**config.mk**
```make
export PLATFORM = sky130hd
export DESIGN_NAME = score_combo_ctrl
export DESIGN_NICKNAME = d
export VERILOG_FILES = /design/src/rtl/score_combo_ctrl.sv
export SDC_FILE = /design/constraint.sdc
export NUM_CORES = 1
export LEC_CHECK = 0
export CAP_MARGIN = 10
export CORE_UTILIZATION = 30
export CTS_BUF_LIST = sky130_fd_sc_hd__clkbuf_4 sky130_fd_sc_hd__clkbuf_8
export CTS_CLUSTER_DIAMETER = 150
export DETAILED_ROUTE_END_ITERATION = 7
export SETUP_SLACK_MARGIN = 0.1
export SYNTH_ARGS = -nofsm -noshare
export SYNTH_HDL_FRONTEND = slang
export SYNTH_SLANG_ARGS = --single-unit
```
**constraint.sdc**
```tcl
create_clock -name clk -period 9.4 [get_ports clk]
set_clock_uncertainty 0.1 [all_clocks]
set_input_delay 1.88 -clock clk [delete_from_list [all_inputs] [get_ports clk]]
set_output_delay 1.88 -clock clk [all_outputs]
set_load 0.01 [all_outputs]
```
**src/rtl/score_combo_ctrl.sv**
```systemverilog
// Multi-lane judgement scoring engine: per-lane edge detect into one-deep pending slots,
// round-robin retirement of one judgement per clock into score, combo and grade statistics.
module score_combo_ctrl #(
    parameter int NUM_LANES   = 4,
    parameter int SCORE_W     = 16,
    parameter int CNT_W       = 10,
    parameter int PTS_PERFECT = 2,
    parameter int PTS_NORMAL  = 1,
    parameter int COMBO_STEP  = 10,
    parameter int MAX_MULT    = 4
) (
    input  logic                   clk,
    input  logic                   rst_n,
    input  logic                   i_clear,
    input  logic [2*NUM_LANES-1:0] i_judge,
    output logic [SCORE_W-1:0]     o_score,
    output logic [CNT_W-1:0]       o_combo,
    output logic [CNT_W-1:0]       o_max_combo,
    output logic [2:0]             o_mult,
    output logic [CNT_W-1:0]       o_perfect_cnt,
    output logic [CNT_W-1:0]       o_normal_cnt,
    output logic [CNT_W-1:0]       o_miss_cnt,
    output logic                   o_evt_valid,
    output logic [2:0]             o_evt_lane,
    output logic [SCORE_W-1:0]     o_evt_pts,
    output logic                   o_overflow
);

    localparam int               SUM_W   = SCORE_W + 4;
    localparam logic [CNT_W-1:0] CNT_ONE = CNT_W'(1);

    logic [1:0]           r_prev      [NUM_LANES];
    logic [1:0]           r_pend_code [NUM_LANES];
    logic [NUM_LANES-1:0] r_pend_v;
    logic [2:0]           r_ptr;
    logic [SCORE_W-1:0]   r_score;
    logic [CNT_W-1:0]     r_combo;
    logic [CNT_W-1:0]     r_max_combo;
    logic [CNT_W-1:0]     r_perfect_cnt;
    logic [CNT_W-1:0]     r_normal_cnt;
    logic [CNT_W-1:0]     r_miss_cnt;
    logic                 r_evt_valid;
    logic [2:0]           r_evt_lane;
    logic [SCORE_W-1:0]   r_evt_pts;
    logic                 r_overflow;

    logic [NUM_LANES-1:0] w_fire;
    logic [NUM_LANES-1:0] w_gnt_oh;
    logic                 w_grant_v;
    logic [2:0]           w_grant;
    logic [1:0]           w_code;
    logic [2:0]           w_mult;
    logic [SUM_W-1:0]     w_base;
    logic [SUM_W-1:0]     w_pts;
    logic [SUM_W-1:0]     w_sum;
    logic [SCORE_W-1:0]   w_score_nxt;
    logic [CNT_W-1:0]     w_combo_inc;
    logic                 w_drop;

    function automatic logic [2:0] mult_of(input logic [CNT_W-1:0] c);
        logic [CNT_W-1:0] q;
        q = c / CNT_W'(COMBO_STEP);
        if (q >= CNT_W'(MAX_MULT - 1)) return 3'(MAX_MULT);
        return 3'(q) + 3'd1;
    endfunction

    function automatic logic [CNT_W-1:0] sat_inc(input logic [CNT_W-1:0] v);
        return (&v) ? v : v + CNT_ONE;
    endfunction

    // A lane fires on any change to a non-idle code; holding a code never re-fires.
    always_comb begin
        w_fire = '0;
        for (int l = 0; l < NUM_LANES; l++) begin
            w_fire[l] = (i_judge[2*l +: 2] != 2'b00) && (i_judge[2*l +: 2] != r_prev[l]);
        end
    end

    // Slot protocol: a slot is offered while r_pend_v is set and is consumed on the edge its
    // grant is high; a firing event may refill a slot in the same cycle it is consumed.
    always_comb begin
        w_grant_v = 1'b0;
        w_grant   = 3'd0;
        for (int k = 0; k < NUM_LANES; k++) begin
            for (int l = 0; l < NUM_LANES; l++) begin
                if (!w_grant_v && r_pend_v[l] && (((int'(r_ptr) + k) % NUM_LANES) == l)) begin
                    w_grant_v = 1'b1;
                    w_grant   = 3'(l);
                end
            end
        end
        w_gnt_oh = '0;
        w_code   = 2'b00;
        for (int l = 0; l < NUM_LANES; l++) begin
            if (w_grant_v && (w_grant == 3'(l))) begin
                w_gnt_oh[l] = 1'b1;
                w_code      = r_pend_code[l];
            end
        end
    end

    // Points use the multiplier of the combo before this hit; sum is widened then clamped.
    always_comb begin
        w_mult = mult_of(r_combo);
        w_base = '0;
        if (w_code == 2'b11) begin
            w_base = SUM_W'(PTS_PERFECT);
        end else if (w_code == 2'b10) begin
            w_base = SUM_W'(PTS_NORMAL);
        end
        w_pts       = w_base * SUM_W'(w_mult);
        w_sum       = SUM_W'(r_score) + w_pts;
        w_score_nxt = (w_sum[SUM_W-1:SCORE_W] != '0) ? '1 : w_sum[SCORE_W-1:0];
        w_combo_inc = sat_inc(r_combo);
        w_drop      = |(w_fire & r_pend_v & ~w_gnt_oh);
    end

    always_ff @(posedge clk or negedge rst_n) begin
        if (!rst_n) begin
            for (int l = 0; l < NUM_LANES; l++) begin
                r_prev[l]      <= 2'b00;
                r_pend_code[l] <= 2'b00;
            end
            r_pend_v      <= '0;
            r_ptr         <= 3'd0;
            r_score       <= '0;
            r_combo       <= '0;
            r_max_combo   <= '0;
            r_perfect_cnt <= '0;
            r_normal_cnt  <= '0;
            r_miss_cnt    <= '0;
            r_evt_valid   <= 1'b0;
            r_evt_lane    <= 3'd0;
            r_evt_pts     <= '0;
            r_overflow    <= 1'b0;
        end else begin
            for (int l = 0; l < NUM_LANES; l++) begin
                r_prev[l] <= i_judge[2*l +: 2];
            end
            if (i_clear) begin
                r_pend_v      <= '0;
                r_ptr         <= 3'd0;
                r_score       <= '0;
                r_combo       <= '0;
                r_max_combo   <= '0;
                r_perfect_cnt <= '0;
                r_normal_cnt  <= '0;
                r_miss_cnt    <= '0;
                r_evt_valid   <= 1'b0;
                r_evt_lane    <= 3'd0;
                r_evt_pts     <= '0;
                r_overflow    <= 1'b0;
            end else begin
                for (int l = 0; l < NUM_LANES; l++) begin
                    if (w_fire[l] && (!r_pend_v[l] || w_gnt_oh[l])) begin
                        r_pend_v[l]    <= 1'b1;
                        r_pend_code[l] <= i_judge[2*l +: 2];
                    end else if (w_gnt_oh[l]) begin
                        r_pend_v[l] <= 1'b0;
                    end
                end
                if (w_drop) begin
                    r_overflow <= 1'b1;
                end
                r_evt_valid <= w_grant_v;
                if (w_grant_v) begin
                    r_ptr      <= (w_grant == 3'(NUM_LANES - 1)) ? 3'd0 : w_grant + 3'd1;
                    r_evt_lane <= w_grant;
                    r_evt_pts  <= w_pts[SCORE_W-1:0];
                    if (w_code[1]) begin
                        r_score <= w_score_nxt;
                        r_combo <= w_combo_inc;
                        if (w_combo_inc > r_max_combo) begin
                            r_max_combo <= w_combo_inc;
                        end
                        if (w_code[0]) begin
                            r_perfect_cnt <= sat_inc(r_perfect_cnt);
                        end else begin
                            r_normal_cnt <= sat_inc(r_normal_cnt);
                        end
                    end else begin
                        r_combo    <= '0;
                        r_miss_cnt <= sat_inc(r_miss_cnt);
                    end
                end
            end
        end
    end

    assign o_score       = r_score;
    assign o_combo       = r_combo;
    assign o_max_combo   = r_max_combo;
    assign o_mult        = mult_of(r_combo);
    assign o_perfect_cnt = r_perfect_cnt;
    assign o_normal_cnt  = r_normal_cnt;
    assign o_miss_cnt    = r_miss_cnt;
    assign o_evt_valid   = r_evt_valid;
    assign o_evt_lane    = r_evt_lane;
    assign o_evt_pts     = r_evt_pts;
    assign o_overflow    = r_overflow;

endmodule

```
==> summary.md, run 1 <==
At the pin with the least slew margin, the transition time is 887 ps. In the global route stage, met1 resource usage came out at 20.7%. Counting every instance in the synthesized netlist gives 653.

Timing would allow up to 152 MHz. The area of the core is 19400 um^2. The detailed router finished its first iteration with 323 violations. The number of buffers added on ports was 88; the number of nets in the final layout was 770. The logs give 0 for the post-route antenna net violation count and 51 for the placement row count.

After clock tree synthesis, the setup repair step added 0 buffers. In this design, the stage delay of the slowest critical-path cell is 720 ps. Layer carrying the most global-route usage: met2. For the number of global-route vias before repair, the log shows 4615.

Across every metal layer, demand over resource in global routing totals 15.0%. Number of buffers created by CTS: 9. For the number of antenna violations at the first check in global routing, the log shows 0.

For met3 alone, demand over resource in global routing was 3.40%. The setup path with the least slack is of type register to output pin. The highest net fanout along the worst path came out at 19.

The share of the clock period used by the worst path after layout is 70.2%, and the final-report max-slew violation count is 0. For this block, the via count after detailed routing is 4880. The run gives 23.0% as the global routing usage on met2. Power spread over the standard cell area amounts to 155 nW/um^2.

Measured along the y axis, the die boundary spans 143 um. The count of endpoints failing setup in the final report was 0. No sink is reached through more buffers than the 2 on the longest clock path. In this run the number of H-tree levels came out at 3. Relative to the synthesized area, the layout overhead comes to 21.3%. The source-to-sink clock delay at the later pin of the worst-skew pair is 390 ps. On the critical path, the stage with the largest delay is an instance of dfrtp_1.

In the post-synthesis netlist, the biggest area contributors are dfrtp_1 (41%), nor2_1 (6.0%), ha_1 (5.9%). The number of clock sinks was 97; the area after detailed placement was 7000 um^2. The logs give 0 for the number of endpoints with negative hold slack in the final report and 2046 for the count of filler cells inserted in the layout. The cell area that synthesis handed to floorplanning was 5930 um^2. The data arrival at the endpoint of the critical path is 4610 ps, and the clock-pin transition on the worst setup and hold timing paths is 100 ps. In the final layout, the multi-input gates occupy 3170 um^2.

By count the netlist is led by dfrtp_1 (97), nor2_1 (94), nand2_1 (46). The detail-routed net length per standard cell works out to 14.5 um. The run gives 0 as the number of max-cap violations. The class of the tightest hold or removal check was register to register. The first global-routing pass estimated 23.9 mm of wire. For the die area, the log shows 20300 um^2.

For this run, design rule violations remaining after detail routing come to 0. The global route total overflow was 0. The total wire length was 14.5 mm. The async set-or-reset flop fraction in the synthesized netlist is 100%. The number of warnings issued by yosys is 0, and the reported leakage power is 2.97 nW.

The number of enable-type register cells in the synthesized netlist works out to 0. The part of the Yosys area used for sequential elements is 41.0%. The tree is rooted in a clkbuf_8. At the end of routability-driven placement, the weighted congestion stood at 0.860. Once the clock tree was built, the resizer swapped 0 gates to a different size. The flow ran to the end, and the final reports show no timing, DRC or antenna violations. For this design the top-level I/O count stands at 101.

The tools report the nature of the critical path endpoint as an output pin. In this run, synthesis produced a sequential element count of 97. The most frequent cell after synthesis is dfrtp_1. In the routed layout, each cell is associated on average with a via count of 4.88. In the final layout, the share of cells above drive strength 1 is 6.95%. Summing all flip-flop and latch instances after layout gives 2430 um^2. In this run, placement finished with an instance count of 983. Cell type group with the largest total delay on the critical path: compound AO/OA/AOI/OAI gates. Buffers inserted to repair hold after CTS numbered 0.

The run gives 74 as the number of distinct library cell variants in the gate-level netlist after synthesis. The worst pin sits at a relative slew slack of 40.6%. The commonest register cell after synthesis is dfrtp_1.

Critical path launch point type: a register. The run gives 30.5% as the starting utilization of the core area. For the worst setup path, the data required time is 7420 ps. Entering global routing, the biggest net connects 78 pins. Setup repair after global routing left no endpoint under its margin. The repair_antennas step left the layout with diodes totalling 0.

For the total non-filler cell area in the finished layout, the log shows 7190 um^2. The run gives 0 ps as the setup TNS. Walking the worst path, the cells encountered are inv_1 > a2111oi_1 > nor3_1 > o211a_1 > maj3_1 > mux2_2 > o22a_2 > ha_1 > nor4_1 > nand2_1 > a21o_4 > nor2_1 > clkdlybuf4s50_1. The worst voltage drop across the vdd grid was 0.0000820 V; the shortest period the worst path allows was 6590 ps.

The synthesized design devotes to its leading area cell type 41.0% of total area. Together, buffers and inverters on the worst path number 2. The count of cells in the finished layout, fillers not included, comes to 999. The largest total area in the synthesized netlist belongs to dfrtp_1. In this run the horizontal extent of the chip is 143 um. The post-synthesis average cell area is 9.07 um^2, and the post-DP HPWL is 10.3 mm. Length of the first detailed-routing pass in iterations: 5. TritonCTS built the clock tree.
[cell families after synthesis]
logic type	Yosys count	share of synthesized area [%]
buffers and inverters	83	6.29
AOI/OAI and AO/OA	128	14.8
DFF	97	41.0
other	1	0.0633
and+or+nand+nor	248	20.7
xor gates and xnor gates	35	5.17
adders and majority gates	32	6.93
muxes	29	5.11
[per-stage QoR]
step	util [%]	power, mW	hold slack [ps]	setup slack, ps
2_1_floorplan	-	0.720	370	3530
3_3_place_gp	36.1	0.852	375	3140
3_5_place_dp	36.1	0.853	370	2950
4_1_cts	37.1	1.13	392	2810
5_1_grt	37.1	1.19	430	2320
6_report	37.1	1.11	393	2810
[registers in the layout, indices dropped and copies added, names as in the netlist]
| register | cells |
|---|---|
| r_pend_code | 8 |
| o_evt_pts | 5 |
| o_normal_cnt | 10 |
| o_overflow | 1 |
| o_miss_cnt | 10 |
| r_pend_v | 4 |
| o_score | 16 |
| r_ptr | 2 |
| o_evt_valid | 1 |
| o_evt_lane | 2 |
| o_max_combo | 10 |
| r_prev | 8 |
| o_perfect_cnt | 10 |
| o_combo | 10 |
[placed cells by master (no fill, tap or decap), types with 5 or more instances in the layout]
cell type	Yosys	final
dfrtp_1	97	97
nor2_1	94	94
clkdlybuf4s50_1	0	86
nand2_1	46	46
inv_1	44	44
a21oi_1	28	28
ha_1	28	28
o21ai_0	27	27
nand3_1	26	26
xnor2_1	19	19
mux2i_1	19	19
xor2_1	16	16
nor3_1	14	14
conb_1	1	12
nand4_1	11	11
clkbuf_8	0	11
mux2_2	10	10
nor2b_1	9	9
o22ai_1	9	9
a22o_1	8	8
or3_1	7	7
a211oi_1	6	6
buf_4	12	6
and3_1	5	5
a21o_1	5	5
[worst paths after layout]
| path | cells past startpoint | startpoint | slack [ps] | end |
|---|---|---|---|---|
| worst max-delay path | 13 | o_combo[9] | 2810 | o_mult[0] |
| worst max register to register | 23 | o_combo[9] | 2900 | o_score[5] |
| max in group asynchronous | 2 | rst_n | 6660 | r_pend_v[0] |
| min in group asynchronous | 1 | rst_n | 1330 | o_score[5] |
| worst min register to register | 2 | o_evt_pts[0] | 390 | o_evt_pts[0] |
| worst min-delay path | 2 | o_evt_pts[0] | 390 | o_evt_pts[0] |
[final cells by class]
type	count	share of cell area [%]
well taps	265	4.61
clock inverters	2	0.174
repair buffers	93	12.7
clock buffers	14	2.42
flip-flops and latches	97	33.8
inverters	44	2.30
multi-input cells	484	44.1
[per-layer routing]
metal	vias up	share of wire [%]
met4	0	1.3
met2	97	46
met3	13	4.7
li1	2416	-
met1	2354	48
met5	-	0
[where the power goes]
part	internal, mW	switching, mW	total, mW
clock	0.120	0.151	0.271
sequential	0.457	0.0444	0.502
combinational	0.159	0.183	0.342
[worst reg2reg max path, cell delays in order, from the launching register on]
cell,delay [ps]
dfrtp_1,720
inv_1,290
a2111oi_1,450
nor3_1,110
o211a_1,270
maj3_1,350
mux2_2,260
o22a_2,240
ha_1,190
nor4_1,250
nand2_1,110
a21o_4,230
nor3_2,180
ha_1,210
fa_1,450
ha_1,350
nor2b_1,140
o21ai_0,100
a21boi_0,350
o21bai_1,170
or2_2,430
nand2_1,190
nor3b_1,70
nor3_1,180
No activity file was read; power rests on OpenSTA's default activity.
==> run 2, diff against run 1 <==
Clock period 9.4 ns to 6.04 ns, I/O delays scaled along.
==> run 2 against run 1 <==
  * First-iteration DRC count decreased by 11%
  * Critical endpoint unchanged
  * Via count rose by 1.8%
  * Sequential share of layout area fell by 1.4 points
  * Critical path depth is 1 higher
  * Setup slack got worse by 2400 ps
==> summary.md, run 2 (synthesized netlist as in run 1, its figures left out) <==
For the met1 wire length, the log shows 7.18 mm. The detail-routed net length per standard cell is 14.4 um, and the area growth from synthesis to layout is 26.8%. The run gives 0 as the final-report max-slew violation count. The critical path is of the register to output pin type.

The library cell used most frequently in the layout, excluding fill and tap cells, is dfrtp_1. The run gives 7110 um^2 as the area after detailed placement. The die covers 20300 um^2. Buffers inserted during clock tree synthesis total 9.

Detailed routing placed a total of 6.83 mm of wire on met2. In the final timing run, aggregate negative setup slack is 0 ps. Length of the first detailed-routing pass in iterations: 4. Setup repair after global routing left no endpoint under its margin. The tools report the number of nets in the final layout as 796. Once detailed placement completed, the half-perimeter wirelength came to 10.6 mm. The run gives 1.81 mW as the overall power consumption. The remaining routing DRC violations is 0, and the starting utilization of the core area is 30.5%. Cells fill 38.7% of the core in the end.

The clock-pin transition on the worst setup and hold timing paths is 100 ps. The switching power came out at 0.593 mW. The class of the tightest hold or removal check was register to register.

Leaving out fill and tap cells, the most frequent cells in the layout are dfrtp_1 (93), nor2_1 (92), clkdlybuf4s50_1 (86). The register with the most flip-flops in the layout has 16 of them. The floorplan has 51 rows. The share of total power in combinational logic was 29.8%; the shortest period the worst path allows was 5640 ps. The worst path uses 93.4% of the clock period.

Port buffering added 88 buffers. The tools report the number of H-tree levels as 3. The cell depth of the worst flop-to-flop path was 23; the area of the core was 19400 um^2. Measured along the y axis, the die boundary spans 143 um. Measured along the x axis, the die boundary spans 143 um. The tools report the critical path launch point type as a register. Global routing used 15.1% of the available tracks. Using the TritonRoute via totals, the vias-per-cell ratio works out to 4.85. The total non-filler cell area in the finished layout was 7510 um^2. The number of global-route vias before repair is 4730, and the worst voltage drop across the vdd grid is 0.000204 V.

The worst setup path is captured at an output pin. The later pin in the worst-skew pair is clocked with a latency of 380 ps. In the final layout, the share of cells above drive strength 1 is 12.6%.

The first global-routing pass estimated 24.2 mm of wire. Counting every sink on the clock net gives 97. Pin placement for this block handled 101 I/O pins.

No sink is reached through more buffers than the 2 on the longest clock path. Entering global routing, the biggest net connects 67 pins. For the relative slew slack, the log shows 44.5%.

The highest layer touched by signal routing is met4. Switching fraction of total power: 32.8%. Clock root buffer: clkbuf_8. The count of endpoints failing setup in the final report was 0; the achievable frequency was 177 MHz. The instance count along the most critical hold path was 2. At the pin with the least slew margin, the transition time is 833 ps. TritonCTS built the clock tree.

The run gives 1.22 mW as the total internal power. At the worst endpoint, the required time is 4730 ps. The count of filler cells inserted in the layout was 1944; the number of max-cap violations was 0. The tools report the placer congestion estimate as 0.816.

The run finished with clean final reports. The run gives 27.2% as the share of total power in the clock network. The number of antenna violations at the first check in global routing was 0; the reported leakage power was 3.12 nW.

The routed design uses 528 um of met3 wire. Summing over every cut layer, the via total after detailed routing is 4969. After detailed routing, the total wire length is 14.8 mm.

The share of power burned in registers was 43.0%. Data arrives at the worst endpoint at 4330 ps. The number of endpoints with negative hold slack in the final report is 0, and the initial DRC count is 288. After global routing the overflow that remains totals 0.

The power per cell area was 241 nW/um^2. The highest net fanout along the worst path works out to 6. The tools report the antenna diode count as 0.

Post-route antenna net violation count: 0.
-- run 2: cell count changes in the layout (fill, tap and decap cells not counted), moves of 2 or more --
cell,change
ha_1,-3
a21boi_0,-2
dfrtp_2,+4
dfrtp_1,-4
clkbuf_4,-3
nor2_1,-2
bufinv_16,+2
nor2_2,+2
buf_4,+26
ha_2,+2
-- run 2: worst paths after layout --
kind	startpoint	end	slack [ps]
max	o_combo[9]	o_mult[0]	400
min	o_evt_pts[0]	o_evt_pts[0]	420
max reg2reg	o_combo[9]	o_score[8]	400
min reg2reg	o_evt_pts[0]	o_evt_pts[0]	420
max in group asynchronous	rst_n	o_normal_cnt[1]	4000
min in group asynchronous	rst_n	o_score[6]	650
-- run 2: area by class of cell --
| class | count | area [um^2] | area share (%) |
|---|---|---|---|
| Timing Repair Buffer | 119 | 1110 | 14.7 |
| Multi-Input combinational cell | 484 | 3250 | 43.2 |
| Sequential cell | 97 | 2430 | 32.4 |
| Clock inverter | 5 | 77.6 | 1.03 |
| Clock buffer | 11 | 151 | 2.01 |
| Inverter | 44 | 165 | 2.20 |
| Tap cell | 265 | 332 | 4.41 |
-- run 2: timing repair --
| action | CTS | global route |
|---|---|---|
| gates cloned | 0 | 0 |
| setup endpoints to repair | 1 | 16 |
| pin swaps | 0 | 12 |
| buffers inserted | 0 | 11 |
| hold buffers | 0 | 0 |
| resized for setup | 1 | 23 |
-- run 2: layer usage --
layer / vias to the layer above / track usage (%)
met3: 19 / 2.96
met2: 92 / 24.0
met1: 2385 / 20.3
met5: - / 0
met4: 0 / 5.09
li1: 2473 / -
-- run 2: per-stage QoR --
| stage | worst slack [ps] | hold slack [ps] | std cells |
|---|---|---|---|
| 2_1_floorplan | 169 | 370 | 664 |
| 3_3_place_gp | 200 | 397 | 998 |
| 3_5_place_dp | 89.8 | 399 | 998 |
| 4_1_cts | 137 | 424 | 1014 |
| 5_1_grt | 62.1 | 442 | 1025 |
| 6_report | 397 | 416 | 1025 |
-- run 2: critical path, stage by stage (launching register included) --
cell	delay [ps]
dfrtp_2	450
or4b_4	560
o221ai_2	230
nor2_1	70
o311a_1	380
nand2_2	130
mux2_2	350
o22a_2	200
ha_2	180
nor4_4	270
nand2_1	100
a21o_4	210
buf_4	150
nor2_1	120
clkdlybuf4s50_1	560
-- run 2: power groups by stage --
stage / logic (mW) / clock network (mW) / registers (mW)
2_1_floorplan: 0.328 / 0 / 0.792
3_3_place_gp: 0.537 / 0 / 0.790
3_5_place_dp: 0.542 / 0 / 0.790
4_1_cts: 0.546 / 0.509 / 0.778
5_1_grt: 0.605 / 0.532 / 0.790
6_report: 0.539 / 0.492 / 0.778
==> run 3, diff against run 2 <==
Settings changed: CTS_CLUSTER_DIAMETER 150 to 100.
==> results of run 3 <==
Final layout, timing and power as in run 2 (identical DEF).
